## src/rtl/adder_err_monitor.sv

```systemverilog
// adder_err_monitor: accumulates error statistics for an approximate 128-bit adder
// against its exact golden result over a fixed-length run of NUM_SAMPLES samples.
// Reports the sample count, error count, maximum and summed absolute error.
// Optional build macro ERR_HAMMING_EN adds a saturating total of differing bits
// (hamming_sum). Without it, hamming_sum is tied to zero.
module adder_err_monitor #(
  parameter int WIDTH       = 129,
  parameter int CNT_W       = 32,
  parameter int NUM_SAMPLES = 1000000,
  parameter int SUM_W       = 161
) (
  input  logic             clk,
  input  logic             rst,
  input  logic             clear,
  input  logic             in_valid,
  output logic             in_ready,
  input  logic [WIDTH-1:0] approx,
  input  logic [WIDTH-1:0] exact,
  output logic [CNT_W-1:0] sample_cnt,
  output logic [CNT_W-1:0] err_cnt,
  output logic [WIDTH-1:0] max_abs_err,
  output logic [SUM_W-1:0] sum_abs_err,
  output logic             sum_sat,
  output logic [39:0]      hamming_sum,
  output logic             busy,
  output logic             done
);

  localparam logic [CNT_W-1:0] NS     = CNT_W'(NUM_SAMPLES);
  localparam logic [CNT_W-1:0] NS_M1  = NS - CNT_W'(1);
  // vld_pipe[0]: operands captured; vld_pipe[STAGES]: diff registered, stats update next edge
  localparam int               STAGES = 1;

  typedef enum logic [1:0] {IDLE, RUN, DRAIN, DONE} state_t;

  state_t                 state, state_nxt;
  logic                   kill;
  logic                   accept;
  logic                   last_accept;
  logic [CNT_W-1:0]       acc_cnt;
  logic [STAGES:0]        vld_pipe;

  logic [WIDTH-1:0]       a_q, e_q;
  logic [WIDTH:0]         dsub;
  logic [WIDTH-1:0]       diff_d, diff_q;
  logic                   neq_q;
  logic [SUM_W:0]         sum_ext;

  // rst and clear have identical effect on every piece of state
  assign kill        = rst | clear;
  assign accept      = in_valid & in_ready;
  assign last_accept = accept && (acc_cnt == NS_M1);

  // State register
  always_ff @(posedge clk) begin
    if (kill) state <= IDLE;
    else      state <= state_nxt;
  end

  // Next-state: run starts on first accept, drains after the final accept
  always_comb begin
    state_nxt = state;
    case (state)
      IDLE:    if (accept) state_nxt = last_accept ? DRAIN : RUN;
      RUN:     if (last_accept) state_nxt = DRAIN;
      DRAIN:   if (vld_pipe == '0) state_nxt = DONE;
      DONE:    state_nxt = DONE;
      default: state_nxt = IDLE;
    endcase
  end

  // Outputs: ready until the run quota is taken; clear always blocks intake
  always_comb begin
    in_ready = (state != DONE) && (acc_cnt < NS) && !clear;
    busy     = (state == RUN) || (state == DRAIN);
    done     = (state == DONE);
  end

  // Count of accepted samples; bounds intake to NUM_SAMPLES per run
  always_ff @(posedge clk) begin
    if (kill)        acc_cnt <= '0;
    else if (accept) acc_cnt <= acc_cnt + CNT_W'(1);
  end

  // Pipeline valid shift register; in-flight samples are dropped on kill
  always_ff @(posedge clk) begin
    if (kill) vld_pipe <= '0;
    else      vld_pipe <= {vld_pipe[STAGES-1:0], accept};
  end

  // Capture operands on accept so the wide subtract gets a full cycle
  always_ff @(posedge clk) begin
    if (accept) begin
      a_q <= approx;
      e_q <= exact;
    end
  end

  // One extra bit keeps the sign of the subtract; magnitude always fits in WIDTH
  always_comb begin
    dsub   = {1'b0, a_q} - {1'b0, e_q};
    diff_d = dsub[WIDTH] ? WIDTH'(-dsub) : dsub[WIDTH-1:0];
  end

  // S1: register magnitude and mismatch flag
  always_ff @(posedge clk) begin
    if (vld_pipe[0]) begin
      diff_q <= diff_d;
      neq_q  <= (a_q != e_q);
    end
  end

  // Carry out of the widened add marks accumulator overflow
  assign sum_ext = {1'b0, sum_abs_err} + (SUM_W+1)'(diff_q);

  // S2: fold the registered sample into the run statistics
  always_ff @(posedge clk) begin
    if (kill) begin
      sample_cnt  <= '0;
      err_cnt     <= '0;
      max_abs_err <= '0;
      sum_abs_err <= '0;
      sum_sat     <= 1'b0;
    end else if (vld_pipe[STAGES]) begin
      sample_cnt <= sample_cnt + CNT_W'(1);
      if (neq_q) err_cnt <= err_cnt + CNT_W'(1);
      if (diff_q > max_abs_err) max_abs_err <= diff_q;
      if (sum_ext[SUM_W]) begin
        sum_abs_err <= '1;
        sum_sat     <= 1'b1;
      end else begin
        sum_abs_err <= sum_ext[SUM_W-1:0];
      end
    end
  end

`ifdef ERR_HAMMING_EN
  localparam int POP_W = $clog2(WIDTH + 1);

  logic [POP_W-1:0] pop_d, pop_q;
  logic [40:0]      ham_ext;

  // Population count of differing bits
  always_comb begin
    pop_d = '0;
    for (int i = 0; i < WIDTH; i++) pop_d = pop_d + POP_W'(a_q[i] ^ e_q[i]);
  end

  // S1: register bit-difference count alongside the magnitude
  always_ff @(posedge clk) begin
    if (vld_pipe[0]) pop_q <= pop_d;
  end

  assign ham_ext = {1'b0, hamming_sum} + 41'(pop_q);

  // S2: saturating bit-difference total
  always_ff @(posedge clk) begin
    if (kill)                  hamming_sum <= '0;
    else if (vld_pipe[STAGES]) hamming_sum <= ham_ext[40] ? '1 : ham_ext[39:0];
  end
`else
  assign hamming_sum = '0;
`endif

endmodule

```

## config.mk

```make
export PLATFORM = sky130hd
export DESIGN_NAME = adder_err_monitor
export DESIGN_NICKNAME = d
export VERILOG_FILES = /design/src/rtl/adder_err_monitor.sv
export SDC_FILE = /design/constraint.sdc
export NUM_CORES = 2
export LEC_CHECK = 0
export ABC_AREA = 0
export CAP_MARGIN = 20
export CORE_MARGIN = 2
export CORE_UTILIZATION = 40
export CTS_CLUSTER_SIZE = 24
export DETAILED_ROUTE_END_ITERATION = 8
export GPL_TIMING_DRIVEN = 0
export PLACE_DENSITY = 0.68
export SYNTH_ARGS = -nofsm -noshare
export SYNTH_HDL_FRONTEND = slang
export SYNTH_SLANG_ARGS = --single-unit
```

## constraint.sdc

```tcl
create_clock -name clk -period 15.73 [get_ports clk]
set_clock_uncertainty 0.1 [all_clocks]
set_input_delay 2.3595 -clock clk [delete_from_list [all_inputs] [get_ports clk]]
set_output_delay 2.3595 -clock clk [all_outputs]
set_load 0.01 [all_outputs]
```

==> impl_metrics.env <==
export IMPL_syn_area_per_cell_sq_um=8.54
export IMPL_grt_ovfl_total=0
export IMPL_ys_top_cells_by_count="nand2_1 (702), a21oi_1 (543), nor2_1 (458)"
export IMPL_outcome="finished clean"
export IMPL_stdcell_count=8840
export IMPL_viasPerCell=5.76
export IMPL_min_delay_path_class="reg -> reg"
export IMPL_place_hpwl_um=169000
export IMPL_finalSetupViolCount=0
export IMPL_cap_violations=0
export IMPL_dpl_cell_count=8666
export IMPL_drt_wl_total_um=205000
export IMPL_min_period_over_period_pct=45.5
export IMPL_post_cts_buffers=0
export IMPL_place_gp_congestion=1.02
export IMPL_postSynthCellCount=6240
export IMPL_final_area_sq_um=65300
export IMPL_htreeDepth=3
export IMPL_clockRootBuffer="clkbuf_16"
export IMPL_nFillCells=12500
export IMPL_yosys_most_used_dff="dfxtp_1"
export IMPL_crit_arrival_ns=7.72
export IMPL_drc=0
export IMPL_clock_sinks=779
export IMPL_tightest_slew_ns=1.14
export IMPL_insertion_delay_ns=0.74
export IMPL_relSlewSlack_pct=23.5
export IMPL_synth_top_area_share_pct=21.9
export IMPL_cp_cell_sequence="ha_1 -> clkbuf_1 -> nand4_1 -> nor4_1 -> o211ai_1 -> and2_1 -> o21ai_0 -> a31oi_1 -> a211o_1 -> a2111oi_0 -> clkbuf_1 -> nor2_1 -> clkbuf_1 -> buf_1 -> a21oi_1"
export IMPL_netlist_area_sq_um=53300
export IMPL_vdd_ir_drop_max_v=0.0000911
export IMPL_cts_buffers=91
export IMPL_grt_pass1_wl_um=302000
export IMPL_dieHeight_um=369
export IMPL_synth_cell_types=107
export IMPL_critPathKind="reg -> reg"
export IMPL_io_pins=660
export IMPL_cts_hold_fix_buffers=0
export IMPL_cts_resized=0
export IMPL_start_util_pct=40.4
export IMPL_antenna_found_initial=2
export IMPL_syn_to_final_growth_pct=22.4
export IMPL_slew_viol_final=0
export IMPL_fin_nets=7666
export IMPL_cp_start_kind="register"
export IMPL_rsz0062_at_grt="false"
export IMPL_synth_edf_count=388
export IMPL_drt_pass1_iter_count=9
export IMPL_num_rows=133
export IMPL_route_detailed_wl_per_inst_um=23.2
export IMPL_core_sq_um=132000
export IMPL_antenna_cells=0
export IMPL_drtIter0Drc=4660
export IMPL_dieArea_sq_um=136000
export IMPL_grt_usage_pct=29.1
export IMPL_min_period_ns=7.16
export IMPL_ys_seq_area_share_pct=36.5
export IMPL_ys_ff_latch=779
export IMPL_synth_top_area_cell="edfxtp_1"
export IMPL_post_synth_top_count_cell="nand2_1"
export IMPL_drive_above_1_share_pct=4.30
export IMPL_grt_max_degree=73
export IMPL_power_leakage_uw=0.0240
export IMPL_crit_slowest_cell="a2111oi_0"
export IMPL_ys_warn_count=0
export IMPL_cp_slowest_stage_delay_ns=0.83
export IMPL_hold_viol_final=0
export IMPL_crit_path_max_fanout=10
export IMPL_post_route_util_pct=49.4
export IMPL_die_w_um=369
export IMPL_cts_buffer_depth=3
export IMPL_ant_nets=0
export IMPL_port_buffers=619
export IMPL_tritoncts="done"
export IMPL_synthArstFlopShare_pct=0
export IMPL_critPathMostFrequentCell="clkbuf_1"
export IMPL_timing_fmax_mhz=140
export IMPL_post_dp_cell_area_sq_um=62100
export IMPL_setup_tns_final_ns=0
export IMPL_cp_end_kind="register"
export IMPL_path_clk_slew_ns=0.06
export IMPL_vias=50900
export IMPL_cellPowerDensity_nw_per_um2=81.7
export IMPL_cp_required_ns=16.29
export IMPL_grt_pass1_vias=48400
export IMPL_synth_area_top_cells="edfxtp_1 (22%), dfxtp_1 (15%), ha_1 (9.3%), a21oi_1 (5.1%), nand2_1 (4.9%)"
==> layout by cell type (no fill, tap or decap), types with 41 or more instances in the layout <==
master             n
a31oi_1          135
nor3_1           120
xnor2_1          232
clkbuf_1         277
o21a_1            44
a21oi_1          543
nor2b_1           43
a211oi_1          60
buf_4             41
clkdlybuf4s50_1  619
o21bai_1          63
inv_1            352
and3_1            63
edfxtp_1         388
dfxtp_1          390
a21o_1           208
o31ai_1           42
or3_1             55
mux2i_1          142
clkbuf_16         92
nand2_1          702
o21ai_0          392
nor4_1            63
nand3_1          117
nor2_1           458
and2_1            52
xor2_1           177
ha_1             396
nand4_1          203
==> final timing paths <==
path,from,end,slack [ns],cells past startpoint
min,acc_cnt[26],acc_cnt[26],0.36,1
max,diff_q[28],sum_abs_err[86],8.57,15
min reg2reg,acc_cnt[26],acc_cnt[26],0.36,1
max reg2reg,diff_q[28],sum_abs_err[86],8.57,15
==> per-stage QoR <==
step                total power (uW)  setup slack (ns)  hold slack (ns)
finish                          5330              8.57            0.362
global route                    5520              8.28            0.382
CTS                             5360              8.56            0.365
detailed placement              3150              8.58            0.346
global placement                3150            0.0828            0.342
floorplan                       2830              3.47            0.330
==> critical path: cells and delay by family, from the launching register on <==
family / cells / cell delay (ns)
compound gates: 6 / 2.78
fa+ha+maj: 1 / 0.32
buf+inv: 4 / 2.08
flops: 1 / 0.49
simple gates: 4 / 1.32
==> flip-flops by register name (all words and copies together), names as in the netlist <==
signal,count
acc_cnt,32
a_q,129
sample_cnt,32
sum_abs_err,161
sum_sat,1
err_cnt,32
diff_q,129
neq_q,1
vld_pipe,2
e_q,129
state,2
max_abs_err,129
==> logic make-up after synthesis <==
| kind of cell | Yosys count | share of synthesized area, % |
|---|---|---|
| other | 1 | 0.00703 |
| AOI/OAI and AO/OA | 1793 | 21.2 |
| buffers and inverters | 692 | 5.22 |
| xor gates and xnor gates | 409 | 6.72 |
| adders and majority gates | 398 | 9.37 |
| and+or+nand+nor | 2022 | 18.2 |
| DFF | 779 | 36.5 |
| muxes | 146 | 2.75 |
==> layout make-up <==
class	count	area (sq um)	area share, %
Inverter	353	1330	2.03
Buffer	339	1460	2.24
Multi-Input combinational cell	4808	31200	47.8
Clock buffer	122	2510	3.85
Tap cell	1755	2200	3.37
Sequential cell	779	19500	29.9
Timing Repair Buffer	634	6470	9.92
Clock inverter	50	591	0.905
==> power breakdown <==
group	leakage [uW]	switching [uW]	internal, uW
Combinational	0.0158	569	326
Sequential	0.00675	32.1	2200
Clock	0.00150	930	1270
Total	0.0240	1530	3800
==> metal layers <==
| layer | vias to the layer above | track usage [%] | routed length [um] |
|---|---|---|---|
| met5 | - | 0 | 0 |
| met4 | 0 | 12.8 | 9920 |
| met3 | 363 | 6.45 | 17500 |
| met2 | 2054 | 45.4 | 89700 |
| met1 | 24200 | 38.5 | 88000 |
| li1 | 24300 | - | - |
Note: power is estimated with default switching activity, not from simulation.
